**src/rtl/button_press_decoder.sv**
```systemverilog
// Button press decoder: turns a debounced button level into single-cycle
// press / short / long / repeat / release events plus a wrapping press count.
// All outputs are registered; the combinational process computes the value
// each register takes on the next clk edge.
module button_press_decoder #(
  parameter int LONG_CYCLES   = 50000000,
  parameter int REPEAT_CYCLES = 10000000,
  parameter int CNT_WIDTH     = 27
) (
  input  logic       clk,
  input  logic       rst,
  input  logic       btn_level,
  output logic       press_pulse,
  output logic       short_pulse,
  output logic       long_pulse,
  output logic       repeat_pulse,
  output logic       release_pulse,
  output logic       held,
  output logic [7:0] press_count
);

  // Three-bit encoding leaves spare codes; any of them falls back to WAIT_RELEASE.
  typedef enum logic [2:0] {
    WAIT_RELEASE = 3'd0,
    IDLE         = 3'd1,
    PRESSED      = 3'd2,
    LONG_HOLD    = 3'd3
  } state_t;

  localparam logic [CNT_WIDTH-1:0] CNT_ONE   = CNT_WIDTH'(1);
  localparam logic [CNT_WIDTH-1:0] LONG_LAST = CNT_WIDTH'(LONG_CYCLES - 1);
  localparam bit                   REP_EN    = (REPEAT_CYCLES > 0);
  localparam logic [CNT_WIDTH-1:0] REP_LAST  =
    CNT_WIDTH'((REPEAT_CYCLES > 0) ? (REPEAT_CYCLES - 1) : 0);

  state_t               state, state_nx;
  logic [CNT_WIDTH-1:0] hold_cnt, hold_nx;
  logic [CNT_WIDTH-1:0] rep_cnt, rep_nx;
  logic                 press_nx, short_nx, long_nx, repeat_nx, release_nx, held_nx;
  logic [7:0]           count_nx;

  // Next-state, counter and output decode; a release always wins over a
  // terminal count reached on the same sample.
  always_comb begin
    state_nx   = state;
    hold_nx    = hold_cnt;
    rep_nx     = rep_cnt;
    press_nx   = 1'b0;
    short_nx   = 1'b0;
    long_nx    = 1'b0;
    repeat_nx  = 1'b0;
    release_nx = 1'b0;
    count_nx   = press_count;
    case (state)
      WAIT_RELEASE: begin
        if (!btn_level) state_nx = IDLE;
      end
      IDLE: begin
        if (btn_level) begin
          state_nx = PRESSED;
          hold_nx  = CNT_ONE;
          press_nx = 1'b1;
          count_nx = press_count + 8'd1;
        end
      end
      PRESSED: begin
        if (!btn_level) begin
          state_nx   = IDLE;
          short_nx   = 1'b1;
          release_nx = 1'b1;
        end else if (hold_cnt == LONG_LAST) begin
          state_nx = LONG_HOLD;
          long_nx  = 1'b1;
          rep_nx   = '0;
        end else begin
          hold_nx = hold_cnt + CNT_ONE;
        end
      end
      LONG_HOLD: begin
        if (!btn_level) begin
          state_nx   = IDLE;
          release_nx = 1'b1;
        end else if (REP_EN) begin
          if (rep_cnt == REP_LAST) begin
            repeat_nx = 1'b1;
            rep_nx    = '0;
          end else begin
            rep_nx = rep_cnt + CNT_ONE;
          end
        end
      end
      default: begin
        state_nx = WAIT_RELEASE;
      end
    endcase
    held_nx = (state_nx == PRESSED) || (state_nx == LONG_HOLD);
  end

  // State, counters and registered outputs; reset forces a fresh release wait.
  always_ff @(posedge clk) begin
    if (rst) begin
      state         <= WAIT_RELEASE;
      hold_cnt      <= '0;
      rep_cnt       <= '0;
      press_pulse   <= 1'b0;
      short_pulse   <= 1'b0;
      long_pulse    <= 1'b0;
      repeat_pulse  <= 1'b0;
      release_pulse <= 1'b0;
      held          <= 1'b0;
      press_count   <= 8'd0;
    end else begin
      state         <= state_nx;
      hold_cnt      <= hold_nx;
      rep_cnt       <= rep_nx;
      press_pulse   <= press_nx;
      short_pulse   <= short_nx;
      long_pulse    <= long_nx;
      repeat_pulse  <= repeat_nx;
      release_pulse <= release_nx;
      held          <= held_nx;
      press_count   <= count_nx;
    end
  end

endmodule
```
**config.mk**
```make
export PLATFORM = sky130hd
export DESIGN_NAME = button_press_decoder
export DESIGN_NICKNAME = d
export VERILOG_FILES = /design/src/rtl/button_press_decoder.sv
export SDC_FILE = /design/constraint.sdc
export NUM_CORES = 1
export LEC_CHECK = 0
export ABC_AREA = 1
export BUFFER_PORTS_ARGS = -buffer_cell sky130_fd_sc_hd__buf_2
export CAP_MARGIN = 20
export CORE_ASPECT_RATIO = 1.75
export CORE_MARGIN = 10
export CORE_UTILIZATION = 35
export CTS_CLUSTER_SIZE = 14
export DETAILED_ROUTE_END_ITERATION = 10
export PLACE_DENSITY_LB_ADDON = 0.1
export SYNTH_ARGS = -nofsm -noshare
export SYNTH_HDL_FRONTEND = slang
export SYNTH_SLANG_ARGS = --single-unit
```
**constraint.sdc**
```tcl
create_clock -name clk -period 2.7 [get_ports clk]
set_input_delay 0.27 -clock clk [delete_from_list [all_inputs] [get_ports clk]]
set_output_delay 0.27 -clock clk [all_outputs]
set_load 0.01 [all_outputs]
```
# Word level (Yosys, flattened, before mapping)
# Cells that the tools add are included.
[word_totals]
ff_bits = 71
out_inout_bits = 14
wordCells = 62
[classes]
n_addsub = 3
n_eq_ne = 12
n_mux = 18
n_bitwise = 5
reduce_logical = 14
[op_table]
columns = ["cell", "n"]
rows = [
  ["$mux 27", 7],
  ["$pmux 27 s2", 2],
  ["$add 27x1->27 const B", 2],
  ["$eq 27x24->1 const B", 1],
  ["$eq 27x26->1 const B", 1],
  ["$eq 3x2->1 const B", 4],
  ["$mux 3", 4],
  ["$ne 2x2->1 const B", 5],
  ["$reduce_or 2->1", 5],
  ["$pmux 3 s3", 1],
  ["$add 8x1->8 const B", 1],
  ["$reduce_and 4->1", 2],
  ["$reduce_or 3->1", 2],
  ["$not 1->1", 5],
  ["$mux 1", 4],
  ["$reduce_bool 2->1", 2],
  ["$eq 3x1->1 const B", 1],
  ["$logic_not 3->1", 1],
  ["$reduce_and 2->1", 1],
  ["$logic_or 1x1->1", 1],
]

# Longest topological paths before layout
# Gate-level depths: netlist of the first run.
[depth]
word_depth = 6
depth_mapped = 13
depth_no_buf = 12

# Least setup slack after synthesis of the first run
# Ideal clock, no wire load.
[synth_path]
path_kind = "reg-to-reg"
from = "register hold_cnt[0]"
to = "register hold_cnt[2]"
setup_time_ns = 0.068
arrival_ns = 1.595
required_time_ns = 2.632
slack_ns = 1.038
stages_incl_launch_ff = 10
path_buffers = 2
path_cell_list = "dfxtp_1 -> ha_1 -> nand3_1 -> nor2_4 -> nand3_4 -> nand2_4 -> buf_8 -> buf_12 -> nand2_1 -> a21oi_2"
[synth_between]
elab_chain_cells = 4
elab_cells_between_ends = 7
[synth_lines]
columns = ["item", "line_no", "text"]
rows = [
  ["start, declared", "37", "logic [CNT_WIDTH-1:0] hold_cnt, hold_nx;"],
  ["start signal, assigned", "114", "hold_cnt <= hold_nx;"],
  ["$add 27x1->27", "76", "hold_nx = hold_cnt + CNT_ONE;"],
  ["$mux 27", "71", "end else if (hold_cnt == LONG_LAST) begin"],
  ["$mux 27", "67", "if (!btn_level) begin"],
  ["$pmux 27 s2", "54", "case (state)"],
]
# Several ways; a longest one is shown, not always the timed one. The select of a mux whose other input is x is not followed.
# A chain may end at the register's enable or synchronous reset.

# Worst setup path after layout of the first run
[layout_path]
from = "register hold_cnt[0]"
to = "register rep_cnt[23]"
[layout_between]
elab_chain_cells = 3
[layout_lines]
columns = ["item", "line_no", "text"]
rows = [
  ["$eq 27x26->1", "71", ""],
  ["$ne 2x2->1 (no line)", "n/a", ""],
  ["$reduce_and 4->1 (no line)", "n/a", ""],
  ["end signal, assigned", "115", "rep_cnt <= rep_nx;"],
  ["end, declared", "38", "logic [CNT_WIDTH-1:0] rep_cnt, rep_nx;"],
]
# Every way passes these cells.

==> results of run 1 <==
critical path, cell delays in order, from the launching register on:
cell	delay [ns]
dfxtp_1	0.41
ha_1	0.24
nand3_1	0.26
nor2_4	0.23
nand2_2	0.10
nand2_4	0.19
nand2_4	0.20
clkinv_2	0.30
nand2_1	0.10
nand2_1	0.06
nor2_1	0.03
metrics by stage:
stage / hold WS (ns) / cells / area, sq um / worst slack [ns] / power (mW)
2_1_floorplan: 0.349 / 804 / 4690 / 1.04 / 1.12
3_3_place_gp: 0.482 / 978 / 4900 / 0.520 / 1.14
3_5_place_dp: 0.489 / 978 / 4900 / 0.489 / 1.14
4_1_cts: 0.175 / 994 / 5230 / 0.485 / 2.46
5_1_grt: 0.183 / 994 / 5230 / 0.238 / 2.51
6_report: 0.195 / 994 / 5230 / 0.462 / 2.42
layout make-up:
cell class,count,share of cell area
multi-input cells,611,0.527
flip-flops and latches,71,0.272
inverters,103,0.0742
clock buffers,11,0.0464
well taps,171,0.0409
repair buffers,22,0.0239
clock inverters,5,0.0156
flip-flops by register name, indices dropped and copies added (netlist names):
signal	flops
state	3
held	1
release_pulse	1
press_count	8
long_pulse	1
rep_cnt	27
press_pulse	1
repeat_pulse	1
short_pulse	1
hold_cnt	27
power by group:
part	switching [mW]	leakage (nW)	total, mW	internal (mW)
clock	0.473	0.156	1.31	0.835
combinational	0.0454	1.22	0.0588	0.0134
sequential	0.00345	0.572	1.05	1.05
total	0.522	1.95	2.42	1.90
logic make-up after synthesis:
kind of cell	count (synthesis)
buffers and inverters	122
and+or+nand+nor	539
xor gates and xnor gates	9
other	1
DFF	71
adders and majority gates	3
AOI/OAI and AO/OA	59
cells in the final DEF (no fill, tap or decap), types with 4 or more instances in the layout:
cell type    n
a21oi_1     31
a21oi_2      9
buf_2       16
buf_4        6
clkbuf_16    9
dfxtp_1     71
inv_1       95
inv_2        6
nand2_1    249
nand2_2      6
nand3_1     60
nand4_1     17
nor2_1     170
nor2_2       5
nor3_1      16
nor4_1       4
o21ai_0     16
xnor2_1      4
xor2_1       5
path summary, 6_finish.rpt:
| path | from | end | slack, ns | cells past startpoint |
|---|---|---|---|---|
| worst max register to register | hold_cnt[0] | rep_cnt[23] | 0.46 | 10 |
| worst max-delay path | hold_cnt[0] | rep_cnt[23] | 0.46 | 10 |
| worst min register to register | rep_cnt[1] | rep_cnt[1] | 0.49 | 2 |
| worst min-delay path | btn_level | release_pulse | 0.20 | 2 |
metal layers:
layer,vias up,global-route usage,part of all wire
li1,2516,-,-
met1,2249,0.158,0.37
met2,75,0.313,0.57
met3,29,0.0238,0.024
met4,0,0.0610,0.028
met5,-,0,0
==> impl_metrics.yaml, run 1 <==
sta:
  period_minus_slack_ns: 2.24
  period_share: 0.829
  max_freq_ghz: 0.447
  relSlewSlack: 0.466
  worst_pin_slew_ns: 0.795
  setup-tns-final_ns: 0
  finClkSkew_ns: 0.0101
  rsz0062_at_grt: "false"
  maxSlewViolCount: 0
  setup_viol: 0
  hold_viol: 0
synthesis:
  synthArstFlopShare: 0
  synth_mux_area_frac: 0
  avgSynthCellArea_sq_um: 5.84
  ys_seq_area_frac: 0.303
  synth-compound-area-share: 0.0715
  synth.cell_area_sq_um: 4690
  synth_common_cells: "nand2_1 (249), nor2_1 (170), inv_1 (95)"
  yosysTopAreaCell: "dfxtp_1"
  synthXorXnorAreaFrac: 0.0168
  synthFlopType: "dfxtp_1"
  yosys.area_share.simple: 0.490
  yosysUniqueCellTypes: 37
  synthAdderAreaFrac: 0.00800
  netlist_top_cells_area: "dfxtp_1 (30%), nand2_1 (20%), nor2_1 (14%)"
  synth_top_family_by_area: "simple AND/OR/NAND/NOR gates"
  ys_ff_latch: 71
  synth_top_area_frac: 0.303
  synth.most_common_cell: "nand2_1"
  synth.yosys.warnings: 0
  syn_inst: 804
  synth-edff-count: 0
  syn_nets: 810
clock_network:
  clk_pin_slew_ns: 0.06
  cts.sink_count: 71
  cts_resized: 0
  h-tree-depth: 3
  cts_root_buf: "clkbuf_16"
  clk_path_buf_depth: 2
  numCtsBuffers: 9
  ctsHoldBuffers: 0
  clk_latency_ns: 0.33
  cts_tree: "done"
  post_cts_buffers: 0
floorplan:
  coreArea_sq_um: 13100
  row_count: 55
  start_util: 0.359
  fp.dieArea_sq_um: 18600
  chipWidth_um: 108
  boundaryPins: 17
  die_h_um: 173
cells_and_area:
  area_delta_synth_final_pct: 11.4
  final_util: 0.400
  multi_input_area_sq_um: 2760
  fillers: 1503
  drive_above_1_share: 0.0899
  final_nets: 824
  insertedDiodeCount: 0
  regArea_sq_um: 1420
grt:
  gr-total-overflow: 0
  grt_pass1_wl_um: 23900
  grt_use_total: 0.160
  grt_pass1_vias: 4894
  antenna_found_initial: 0
  grt_max_degree: 32
critical_path:
  critPathKind: "flip-flop to flip-flop"
  crit_required_ns: 2.93
  critPathArrivalTime_ns: 2.47
  worst_setup_path_start_kind: "flip-flop"
  endpoint_kind: "flip-flop"
  cp_max_fo: 20
route:
  initialDrtViolationCount: 188
  wire_per_inst_um: 14.5
  firstDrtPassIters: 4
  viasPerCell: 4.90
  num_vias: 4869
  ant_nets: 0
  routed_wl_um: 14400
  drc: 0
worst_hold_path:
  hp-class: "input pin to flip-flop"
pwr:
  powerDensity_nw_per_um2: 463
  p_leak_nw: 1.95
  ir_worst_vdd_mv: 0.297
flow_run:
  cap_viol_max_count: 0
placement:
  place.gp.congestion: 0.958
  dp_hpwl_um: 11100
  io_buffers: 16
outcome:
  status: "completed"
(Power assumes the default switching activity.)
==> run 2: changes to the inputs <==
- clock period: 2.7 -> 1.9 ns (I/O delays scaled with it)
==> impl_metrics.yaml, run 2 (synthesis results as in run 1) <==
outcome:
  status: "completed"
route:
  firstDrtPassIters: 4
  viasPerCell: 4.87
  wire_per_inst_um: 14.6
  num_vias: 5005
  ant_nets: 0
  drc: 0
  routed_wl_um: 15000
  initialDrtViolationCount: 108
grt:
  gr-total-overflow: 0
  busiest_layer: "met2"
  grt_pass1_vias: 4878
  use_met1: 0.157
  grt_use_met2: 0.311
  use_met3: 0.0227
  grt_max_degree: 33
  antenna_found_initial: 0
  grt_pass1_wl_um: 24300
  grt_use_total: 0.163
pwr:
  powerDensity_nw_per_um2: 573
  seq_power_share: 0.480
  combPwrFrac: 0.030
  finalPower_mw: 3.12
  p_leak_nw: 2.10
  p_switching_mw: 0.734
  p_int_mw: 2.39
  clockPowerShare: 0.490
  ir_worst_vdd_mv: 0.390
  netSwitchingFraction: 0.235
worst_hold_path:
  hp-class: "input pin to flip-flop"
critical_path:
  r2r_end: "rep_cnt[17]"
  crit_top_cell: "nand2_1"
  crit_end: "rep_cnt[17]"
  cp.depth: 12
  r2r-start: "rep_cnt[0]"
  reg2reg_setup_slack_ns: 0.15
  worst_setup_path_start_kind: "flip-flop"
  critPathArrivalTime_ns: 2.02
  cp-startpoint: "rep_cnt[0]"
  ff2ff_path_depth: 12
  crit_family: "simple AND/OR/NAND/NOR gates"
  cp_max_fo: 10
  critical_path.max_stage_delay_ns: 0.35
  critPathKind: "flip-flop to flip-flop"
  crit_slowest_cell: "dfxtp_2"
  critical_path_buf_inv_count: 3
  endpoint_kind: "flip-flop"
  crit_chain: "ha_4 > nand2_1 > inv_1 > nand2_1 > nor2_1 > nand2_1 > nand2_1 > inv_2 > nand2_1 > nand2_1 > inv_2 > nor2_1"
  crit_required_ns: 2.17
sta:
  period_minus_slack_ns: 1.75
  setup_viol: 0
  hold_viol: 0
  period_share: 0.920
  finClkSkew_ns: 0.00691
  maxSlewViolCount: 0
  fin_ws_ns: 0.152
  rsz0062_at_grt: "false"
  hold_ws_ns: 0.130
  max_freq_ghz: 0.572
  setup-tns-final_ns: 0
cells_and_area:
  layoutNonFillerInstCount: 1027
  final_util: 0.417
  final_common_cell: "nand2_1"
  drive_above_1_share: 0.137
  design_area_sq_um: 5450
  mostFrequentLayoutCells: "nand2_1 (248), nor2_1 (167), inv_1 (94)"
  insertedDiodeCount: 0
  reg_top3: "hold_cnt x27, rep_cnt x27, press_count x8"
  final_nets: 857
  area_delta_synth_final_pct: 16.2
clock_network:
  numCtsBuffers: 9
  cts.sink_count: 71
  ctsHoldBuffers: 0
  cts_root_buf: "clkbuf_16"
  clk_latency_ns: 0.33
  h-tree-depth: 3
  cts_tree: "done"
  post_cts_buffers: 0
  clk_path_buf_depth: 2
  clk_pin_slew_ns: 0.06
floorplan:
  chipWidth_um: 108
  fp.dieArea_sq_um: 18600
  row_count: 55
  coreArea_sq_um: 13100
  boundaryPins: 17
  start_util: 0.359
  die_h_um: 173
placement:
  dp_slack_ns: -0.0247
  dp.cells: 1011
  place.gp.congestion: 0.956
  placed_area_sq_um: 5150
  io_buffers: 16
  dp_hpwl_um: 11900
flow_run:
  cap_viol_max_count: 0
==> run 2: power by group through the flow <==
| stage | logic, mW | registers (mW) | clock network [mW] |
|---|---|---|---|
| 6_report | 0.0944 | 1.50 | 1.53 |
| 5_1_grt | 0.107 | 1.50 | 1.65 |
| 4_1_cts | 0.0963 | 1.50 | 1.58 |
| 3_5_place_dp | 0.0957 | 1.53 | 0 |
| 3_3_place_gp | 0.0948 | 1.53 | 0 |
| 2_1_floorplan | 0.0619 | 1.53 | 0 |
==> run 2: final cells by class <==
class,instances,area (sq um)
fill,1469,7620
multi-input combinational,611,2790
sequential,71,1420
inverter,103,389
timing repair buffer,55,373
clock buffer,9,225
tap,171,214
clock inverter,7,40.0
==> run 2: what timing repair did <==
item | in CTS | in global routing
setup endpoints to repair | 7 | 36
gates cloned | 0 | 0
gates resized for setup | 2 | 10
==> run 2: how the worst min path moves through the flow <==
stage	start	endpoint	slack, ns	depth (start not counted)
5_1_grt	btn_level	release_pulse	0.14	2
6_report	btn_level	release_pulse	0.13	2
2_1_floorplan	btn_level	release_pulse	0.27	1
3_3_place_gp	btn_level	release_pulse	0.46	2
4_1_cts	btn_level	release_pulse	0.11	2
3_5_place_dp	btn_level	short_pulse	0.46	2
==> run 2: layer usage <==
metal / wire length (um) / vias to the layer above
met5: 0 / -
met1: 5550 / 2283
met4: 685 / 0
li1: - / 2591
met3: 361 / 44
met2: 8390 / 87
